File: src/rtl/mdr_op_sequencer.sv
// rtl/mdr_op_sequencer.sv - requester-side op sequencer for the MDR arithmetic engine
//
// Accepts one operation at a time on the op_* valid/ready port, registers the
// operands onto eng_*, pulses eng_start once, waits up to TIMEOUT cycles for
// the engine's one-cycle eng_ready, then holds the captured result on the
// res_* valid/ready port until it is consumed.
//
// Ports:
//   clk, rst                       clock (rising edge), async active-low reset
//   op_valid/op_ready              upstream command handshake
//   op_code/op_x/op_y              00=MUL 01=DIV 10=SQRT 11=reserved, operands
//   eng_start/eng_op/eng_x/eng_y   start pulse and registered operands to engine
//   eng_ready/eng_result/eng_rem   engine done pulse and its outputs
//   res_valid/res_ready            downstream result handshake
//   res_data/res_rem/res_err       captured result, remainder, error flag
//   busy                           high whenever not idle
//
// Optional feature macro: MDR_DIVZERO_CHECK_EN
//   When defined, DIV with a zero divisor is answered locally (all-ones
//   quotient, remainder = dividend, error set) without starting the engine.

module mdr_op_sequencer #(
    parameter int DW      = 16,
    parameter int TIMEOUT = 64
) (
    input  logic          clk,
    input  logic          rst,
    input  logic          op_valid,
    output logic          op_ready,
    input  logic [1:0]    op_code,
    input  logic [DW-1:0] op_x,
    input  logic [DW-1:0] op_y,
    output logic          eng_start,
    output logic [1:0]    eng_op,
    output logic [DW-1:0] eng_x,
    output logic [DW-1:0] eng_y,
    input  logic          eng_ready,
    input  logic [DW-1:0] eng_result,
    input  logic [DW-1:0] eng_rem,
    output logic          res_valid,
    input  logic          res_ready,
    output logic [DW-1:0] res_data,
    output logic [DW-1:0] res_rem,
    output logic          res_err,
    output logic          busy
);

    localparam int CW = $clog2(TIMEOUT + 1);
    localparam logic [CW-1:0] CNT_LAST = CW'(TIMEOUT - 1);
    localparam logic [1:0] OP_DIV = 2'b01;
    localparam logic [1:0] OP_RSV = 2'b11;

    typedef enum logic [2:0] {
        S_IDLE,
        S_LOAD,
        S_START,
        S_WAIT,
        S_HOLD
    } state_t;

    state_t        state_q, state_d;
    logic [1:0]    eng_op_q, eng_op_d;
    logic [DW-1:0] eng_x_q, eng_x_d;
    logic [DW-1:0] eng_y_q, eng_y_d;
    logic [DW-1:0] res_data_q, res_data_d;
    logic [DW-1:0] res_rem_q, res_rem_d;
    logic          res_err_q, res_err_d;
    logic [CW-1:0] cnt_q, cnt_d;
    logic          div_zero;

`ifdef MDR_DIVZERO_CHECK_EN
    assign div_zero = (eng_op_q == OP_DIV) && (eng_y_q == '0);
`else
    assign div_zero = 1'b0;
`endif

    always_ff @(posedge clk or negedge rst) begin
        if (!rst) begin
            state_q    <= S_IDLE;
            eng_op_q   <= '0;
            eng_x_q    <= '0;
            eng_y_q    <= '0;
            res_data_q <= '0;
            res_rem_q  <= '0;
            res_err_q  <= 1'b0;
            cnt_q      <= '0;
        end else begin
            state_q    <= state_d;
            eng_op_q   <= eng_op_d;
            eng_x_q    <= eng_x_d;
            eng_y_q    <= eng_y_d;
            res_data_q <= res_data_d;
            res_rem_q  <= res_rem_d;
            res_err_q  <= res_err_d;
            cnt_q      <= cnt_d;
        end
    end

    always_comb begin
        state_d    = state_q;
        eng_op_d   = eng_op_q;
        eng_x_d    = eng_x_q;
        eng_y_d    = eng_y_q;
        res_data_d = res_data_q;
        res_rem_d  = res_rem_q;
        res_err_d  = res_err_q;
        cnt_d      = cnt_q;
        case (state_q)
            S_IDLE: begin
                if (op_valid) begin
                    eng_op_d = op_code;
                    eng_x_d  = op_x;
                    eng_y_d  = op_y;
                    state_d  = S_LOAD;
                end
            end
            S_LOAD: begin
                // Ops the engine cannot serve are answered here, skipping START.
                if (eng_op_q == OP_RSV) begin
                    res_data_d = '0;
                    res_rem_d  = '0;
                    res_err_d  = 1'b1;
                    state_d    = S_HOLD;
                end else if (div_zero) begin
                    res_data_d = '1;
                    res_rem_d  = eng_x_q;
                    res_err_d  = 1'b1;
                    state_d    = S_HOLD;
                end else begin
                    state_d = S_START;
                end
            end
            S_START: begin
                cnt_d   = '0;
                state_d = S_WAIT;
            end
            S_WAIT: begin
                // eng_ready is checked first so a reply on the last cycle wins.
                if (eng_ready) begin
                    res_data_d = eng_result;
                    res_rem_d  = eng_rem;
                    res_err_d  = 1'b0;
                    state_d    = S_HOLD;
                end else if (cnt_q == CNT_LAST) begin
                    res_data_d = '0;
                    res_rem_d  = '0;
                    res_err_d  = 1'b1;
                    state_d    = S_HOLD;
                end else begin
                    cnt_d = cnt_q + CW'(1);
                end
            end
            S_HOLD: begin
                if (res_ready) begin
                    state_d = S_IDLE;
                end
            end
            default: state_d = S_IDLE;
        endcase
    end

    always_comb begin
        op_ready  = (state_q == S_IDLE);
        eng_start = (state_q == S_START);
        res_valid = (state_q == S_HOLD);
        busy      = (state_q != S_IDLE);
    end

    assign eng_op   = eng_op_q;
    assign eng_x    = eng_x_q;
    assign eng_y    = eng_y_q;
    assign res_data = res_data_q;
    assign res_rem  = res_rem_q;
    assign res_err  = res_err_q;

endmodule

File: config.mk
export PLATFORM = sky130hd
export DESIGN_NAME = mdr_op_sequencer
export DESIGN_NICKNAME = d
export VERILOG_FILES = /design/src/rtl/mdr_op_sequencer.sv
export SDC_FILE = /design/constraint.sdc
export NUM_CORES = 1
export LEC_CHECK = 0
export CORE_MARGIN = 2
export CORE_UTILIZATION = 43
export CTS_BUF_LIST = sky130_fd_sc_hd__clkbuf_8
export DETAILED_ROUTE_END_ITERATION = 10
export GPL_ROUTABILITY_DRIVEN = 0
export GPL_TIMING_DRIVEN = 0
export MAX_ROUTING_LAYER = met4
export PLACE_DENSITY_LB_ADDON = 0.08
export SYNTH_ARGS = -nofsm -noshare
export SYNTH_HDL_FRONTEND = slang
export SYNTH_SLANG_ARGS = --single-unit
File: constraint.sdc
create_clock -name clk -period 2.75 [get_ports clk]
set_input_delay 0.275 -clock clk [delete_from_list [all_inputs] [get_ports clk]]
set_output_delay 0.275 -clock clk [all_outputs]
set_load 0.01 [all_outputs]
# == Word level (Yosys, flattened, before mapping) ==
# Index checks and enable logic that the tools add are counted.
# op_classes
reduce_logical,8
eq_ne,12
add_sub_neg,1
muxes,19
# ops
operator,n
$mux W16,4
$pmux W16 S2,2
$mux W3,5
$pmux W3 S5,1
$mux W7,2
$pmux W7 S2,1
$reduce_and A3 Y1,3
$ne A2 B2 Y1 const B,4
$add A7 B1 Y7 const B,1
$eq A7 B6 Y1 const B,1
$eq A3 B2 Y1 const B,2
$reduce_bool A2 Y1,2
$eq A3 B1 Y1 const B,1
$eq A3 B3 Y1 const B,1
$logic_not A3 Y1,1
$mux W1,3
$ne A3 B3 Y1 const B,1
$reduce_bool A3 Y1,1
$eq A2 B2 Y1 const B,1
$ne A2 B1 Y1 const B,1
$pmux W1 S2,1
$reduce_and A2 Y1,1
# totals
elab_cells,48
in_bits,71
regBits,77
output_inout_bits,71

# == Depth between registers and ports, before layout ==
# Gate-level depths: netlist of run 1.
# depth
depth_word,4
mapped_depth,8
mapped_depth_nobuf,5

# == Least setup slack after synthesis of run 1 ==
# OpenSTA, ideal clock, no wires.
# synth_timing
kind,reg-to-reg
from,reg cnt_q[0]
to,reg res_rem_q[10] (netlist: res_rem[10])
n_path_buf,3
setup_slack_ns,0.671
required_ns,2.628
period_less_slack_ns,2.079
arrival_ns,1.958
setup_ns,0.122
path_stages_with_launch,9
path_cell_list,dfrtp_1 -> ha_1 -> nand4b_1 -> o21ba_1 -> buf_6 -> or4b_4 -> buf_6 -> buf_8 -> a32o_1
# synth_via
elab_chain_len,3
# synth_lines
item,line,rtl
start: declaration,68,"logic [CW-1:0] cnt_q, cnt_d;"
start signal: assignment,95,cnt_q <= cnt_d;
$eq A7 B6 Y1,144,end else if (cnt_q == CNT_LAST) begin
$ne A3 B3 Y1 (no source line),--,
$reduce_and A3 Y1 (no source line),--,
end signal: assignment,93,res_rem_q <= res_rem_d;
end: declaration,66,"logic [DW-1:0] res_rem_q, res_rem_d;"
# No other way between the ends.
# A chain may end at the register's enable or synchronous reset.

# == Worst setup path in the final report of run 1 ==
# layout_timing
from,reg cnt_q[0]
to,reg res_data_q[9] (netlist: res_data[9])
# layout_via
elab_chain_len,3
# layout_lines
item,line,rtl
$eq A7 B6 Y1,144,
$ne A3 B3 Y1 (no source line),--,
$reduce_and A3 Y1 (no source line),--,
end signal: assignment,92,res_data_q <= res_data_d;
end: declaration,65,"logic [DW-1:0] res_data_q, res_data_d;"
# No other way between the ends.

==> out/metrics.cfg, run 1 <==
[timing]
fin_crit_sh_pct=82.1
rsz0062_at_grt=false
finalSetupViolCount=0
tightest_slew_ns=0.489
slew-limit-headroom_pct=67.3
max_clock_freq_mhz=443
fin_ws_ns=0.493
slew_violations=0
hold_viol=0
finalCriticalPeriod_ns=2.26
skew_ns=0.00914

[clock_tree]
clk_latency_ns=0.34
postCtsSetupBuffers=0
tritoncts=built
ctsHoldBuffers=1
htreeDepth=3
numCtsBuffers=9
postCtsResizedCells=0
cts_buffer_depth=2
clkTransAtPathRegs_ns=0.08
cts-root-buf=clkbuf_8
cts.sinks=77

[worst_setup_path]
startpoint_type=flip-flop
required_ns=2.97
critPathCaptureType=flip-flop
crit_type=reg -> reg
cp.arrival_ns=2.48
worstPathMaxFanout=10
r2r_cells=8

[synth]
synthCells=218
syn_area_mm2=0.00309
ys_types=33
ys_seq_elements=77
yosysWarnings=0
ys_seq_area_share_pct=62.3
synth_area_per_cell_um2=14.2
synth_nets=290

[run]
cap_violations=0

[power]
power_leakage_nw=2.00
p_switching_mw=1.71
netSwitchingFraction_pct=31.6
power.density_mw_per_mm2=1120
p_int_mw=3.71
clkPwrFrac_pct=14.6
peakVddDrop_uv=562
pwr-share-seq_pct=36.8
combPwrFrac_pct=48.6

[placement]
placed_area_mm2=0.00465
placed_cells=456
hpwl_mm=5.37
preCtsSetupSlack_ns=0.479
portBuffers=141

[drt]
wl_met1_mm=3.21
wl_per_cell_um=15.7
via_per_inst=5.18
top_layer=met4
wl_met3_um=580
drtPass1Iterations=4
initialDrtViolationCount=74
drc_errors=0
final_antenna_net_count=0
route.met2.wl_mm=3.49
vias=2445
wirelength_mm=7.40

[global_route]
antenna_found_initial=0
first_global_vias=2365
gr-total-overflow=0
grt_max_degree=65
grt_pass1_wl_mm=11.5
grt_util_all_layers_pct=19.8

[final_layout]
drive_gt1_share_pct=16.5
instances_no_fill=472
fin_nets=444
final_cell_area_mm2=0.00484
syn_to_final_growth_pct=56.4
diodes=0

[worst_hold_path]
hp-class=in -> async

[floorplanning]
dieArea_mm2=0.00789
die_width_um=88.8
core_area_mm2=0.00687
die_h_um=88.8
rows=30
initial_core_util_pct=45.0
io_pins=142

[run_status]
status=finished, final reports clean

[cell usage after synthesis]
cell type,count,area share [%]
a221o_2,1,0.36
o22ai_1,1,0.20
nand2_1,6,0.73
o21ai_0,1,0.16
nand3_1,2,0.32
buf_6,2,0.73
and3_1,1,0.20
or4b_4,1,0.44
nor2b_1,1,0.20
a21oi_1,5,0.81
nand4_1,2,0.40
ha_1,1,0.40
buf_8,3,1.5
nand4b_1,2,0.57
o41ai_1,1,0.28
o21a_1,1,0.24
and4b_1,1,0.32
inv_1,4,0.49
nor2_1,7,0.85
a32o_1,32,10
and2_1,2,0.40
nand2b_1,2,0.40
or4b_2,1,0.32
a31oi_1,2,0.40
o21ba_1,1,0.32
mux2_2,34,12
nor3_1,3,0.49
buf_2,4,0.65
nor3b_1,2,0.49
clkbuf_1,11,1.3
dfrtp_1,77,62
a41oi_1,1,0.28
o211ai_1,3,0.73
[cell families (layout without fill, tap and decap cells)]
family,after synthesis,after routing,synth area share (%)
AOI/OAI and AO/OA,49,49,14.2
buffers and inverters,24,182,4.65
and+or+nand+nor,33,33,6.15
muxes,34,34,12.4
adders and majority gates,1,1,0.404
DFF,77,77,62.3
[final cells by class]
class,instances,area [µm²]
Sequential cell,77,1930
Clock inverter,6,56.3
Multi-Input combinational cell,117,1020
Buffer,20,129
Tap cell,96,120
Clock buffer,9,124
Inverter,4,15.0
Fill cell,522,2030
Timing Repair Buffer,143,1450
[through the flow]
| stage | hold WS (ns) | util (%) | power, mW | TNS (ns) |
|---|---|---|---|---|
| after floorplan | -0.0206 | - | 3.23 | 0 |
| after global placement | 0.478 | 67.3 | 4.61 | -102.07 |
| after detailed placement | 0.147 | 67.7 | 4.67 | 0 |
| after CTS | 0.323 | 70.5 | 5.49 | 0 |
| after global routing | 0.353 | 70.5 | 5.77 | 0 |
| final | 0.332 | 70.5 | 5.42 | 0 |
[layout by cell type, fill, tap and decap left out, drive strengths merged, types with 3 or more instances in the layout]
cell type	instances
buf	11
nor3	3
nor2	7
a21oi	5
nand2	6
a32o	32
o211ai	3
inv	5
clkbuf	20
clkdlybuf4s50	140
dfrtp	77
mux2	34
clkinv	3
[flip-flops by register name (all words and copies together) (netlist names)]
register / count
cnt_q: 7
res_err: 1
res_data: 16
eng_x: 16
res_rem: 16
eng_op: 2
state_q: 3
eng_y: 16
[per-layer routing]
layer / vias to the layer above / GRT usage, %
li1: 1137 / -
met1: 1193 / 26.1
met2: 103 / 29.5
met3: 12 / 4.85
met4: 0 / 7.99
met5: - / -
[power by group through the flow]
stage	clock network (mW)	logic (mW)	registers, mW
after CTS	0.822	2.67	2.00
after global routing	0.858	2.84	2.07
final	0.794	2.64	1.99
after global placement	0	2.62	1.99
after floorplan	0	0.993	2.24
after detailed placement	0	2.66	2.02
[final timing paths]
check / from / end / slack, ns
max: cnt_q[0] / res_data[9] / 0.49
min: rst / cnt_q[4] / 0.33
max reg2reg: cnt_q[0] / res_data[9] / 0.49
min reg2reg: eng_y[10] / eng_y[10] / 0.51
max in group asynchronous: rst / eng_y[10] / 1.84
min in group clk: eng_y[10] / eng_y[10] / 0.51
[worst max-delay path, cell delays in order, from the launching register on]
cell and delay (ns):
dfrtp_1 0.42, ha_1 0.24, nand4b_1 0.13, o21ba_1 0.20, buf_6 0.14, or4b_4 0.48
buf_6 0.16, buf_8 0.13, a32o_1 0.24
Power figures use the tool's default switching activity.
==> run 2, diff against run 1 <==
Clock period 2.75 ns to 2.4 ns, I/O delays scaled along.
==> run 2 against run 1 <==
  * Design area about the same
  * Count of clock-buffer cells in the layout is the same
  * Maximum frequency is 0.18% higher
  * Flip-flop and latch count is the same
  * Critical path type unchanged
  * Critical endpoint unchanged
==> out/metrics.cfg, run 2 (synthesis gave the netlist of run 1 again) <==
[global_route]
grt_util_all_layers_pct=19.8
grt_max_degree=65
first_global_vias=2365
antenna_found_initial=0
grt_pass1_wl_mm=11.5
gr-total-overflow=0

[floorplanning]
die_h_um=88.8
die_width_um=88.8
core_area_mm2=0.00687
rows=30
initial_core_util_pct=45.0
io_pins=142
dieArea_mm2=0.00789

[worst_setup_path]
slowest_stage=or4b_4
r2r_cells=8
r2r-start=cnt_q[0]
crit_type=reg -> reg
path_cells=ha_1 -> nand4b_1 -> o21ba_1 -> buf_6 -> or4b_4 -> buf_6 -> buf_8 -> a32o_1
cp_common_cell=buf_6
critPathTopFamily=simple AND/OR/NAND/NOR gates
worstPathMaxFanout=10
required_ns=2.62
critPathCaptureType=flip-flop
cp.arrival_ns=2.47
startpoint_type=flip-flop
slowest_delay_ns=0.48
r2r-end=res_data[9]
cp.buffers_inverters=3
ff2ff_setup_slack_ns=0.15

[power]
finalPower_mw=6.21
power_leakage_nw=2.00
power.density_mw_per_mm2=1280
peakVddDrop_uv=644

[clock_tree]
htreeDepth=3
cts.sinks=77
cts_buffer_depth=2
numCtsBuffers=9
tritoncts=built
clk_latency_ns=0.34
clkTransAtPathRegs_ns=0.08
cts-root-buf=clkbuf_8
postCtsSetupBuffers=0

[run]
cap_violations=0

[final_layout]
final_cell_area_mm2=0.00484
mostFrequentLayoutCell=clkdlybuf4s50_1
syn_to_final_growth_pct=56.4
drive_gt1_share_pct=16.8
fin_nets=443
layout_common_cells=clkdlybuf4s50_1, dfrtp_1, mux2_2
diodes=0
fin_util_pct=70.5

[timing]
rsz0062_at_grt=false
whs_ns=0.299
slew_violations=0
slew-limit-headroom_pct=70.5
hold_viol=0
finalCriticalPeriod_ns=2.25
max_clock_freq_mhz=444
tightest_slew_ns=0.443
fin_crit_sh_pct=93.9
skew_ns=0.00873
fin_setup_tns_ns=0
finalSetupViolCount=0

[placement]
portBuffers=141
hpwl_mm=5.37
placed_area_mm2=0.00465

[drt]
initialDrtViolationCount=80
final_antenna_net_count=0
via_per_inst=5.18
drtPass1Iterations=4
wl_per_cell_um=15.7
drc_errors=0
vias=2438
wirelength_mm=7.39

[run_status]
status=finished, final reports clean

[worst_hold_path]
hp-class=in -> async

[run 2: where the power goes]
| group | switching [mW] | internal [mW] |
|---|---|---|
| Sequential | 0.364 | 1.94 |
| Combinational | 1.15 | 1.85 |
| Clock | 0.442 | 0.465 |
[run 2: worst max path at each step]
| stage | start | slack, ns | endpoint | depth (start not counted) |
|---|---|---|---|---|
| final | cnt_q[0] | 0.15 | res_data[9] | 8 |
| after global routing | cnt_q[0] | 0.02 | res_data[6] | 8 |
| after CTS | cnt_q[0] | 0.16 | res_data[9] | 8 |
| after floorplan | cnt_q[0] | 0.32 | res_rem[10] | 8 |
| after detailed placement | eng_ready | 0.16 | res_rem[3] | 7 |
| after global placement | rst | -1.64 | eng_y[3] | 1 |
[run 2: layer usage]
| metal | part of all wire [%] | track usage, % | wire length, µm | up-vias |
|---|---|---|---|---|
| met3 | 7.4 | 4.85 | 547 | 10 |
| met4 | 1.1 | 7.99 | 84 | 0 |
| met2 | 47 | 29.5 | 3510 | 93 |
| met1 | 44 | 26.1 | 3250 | 1199 |
| li1 | - | - | - | 1136 |
| met5 | 0 | - | 0 | - |
[run 2: repair_timing]
action | 4_1_cts | 5_1_grt
hold buffers | 1 | 0
endpoints found under the setup margin | 0 | 3
gates resized for setup | 0 | 1
hold endpoints to repair | 13 | 0
[run 2: stage by stage]
stage	setup slack, ns	instances
after global routing	0.0166	471
after detailed placement	0.164	456
after global placement	-1.64	455
after CTS	0.163	472
final	0.147	471
after floorplan	0.321	218
[run 2: cell type report]
class / instances / area, µm²
Buffer: 19 / 125
Clock buffer: 9 / 124
Clock inverter: 6 / 56.3
Fill cell: 524 / 2030
Inverter: 4 / 15.0
Multi-Input combinational cell: 117 / 1030
Sequential cell: 77 / 1930
Tap cell: 96 / 120
Timing Repair Buffer: 143 / 1450
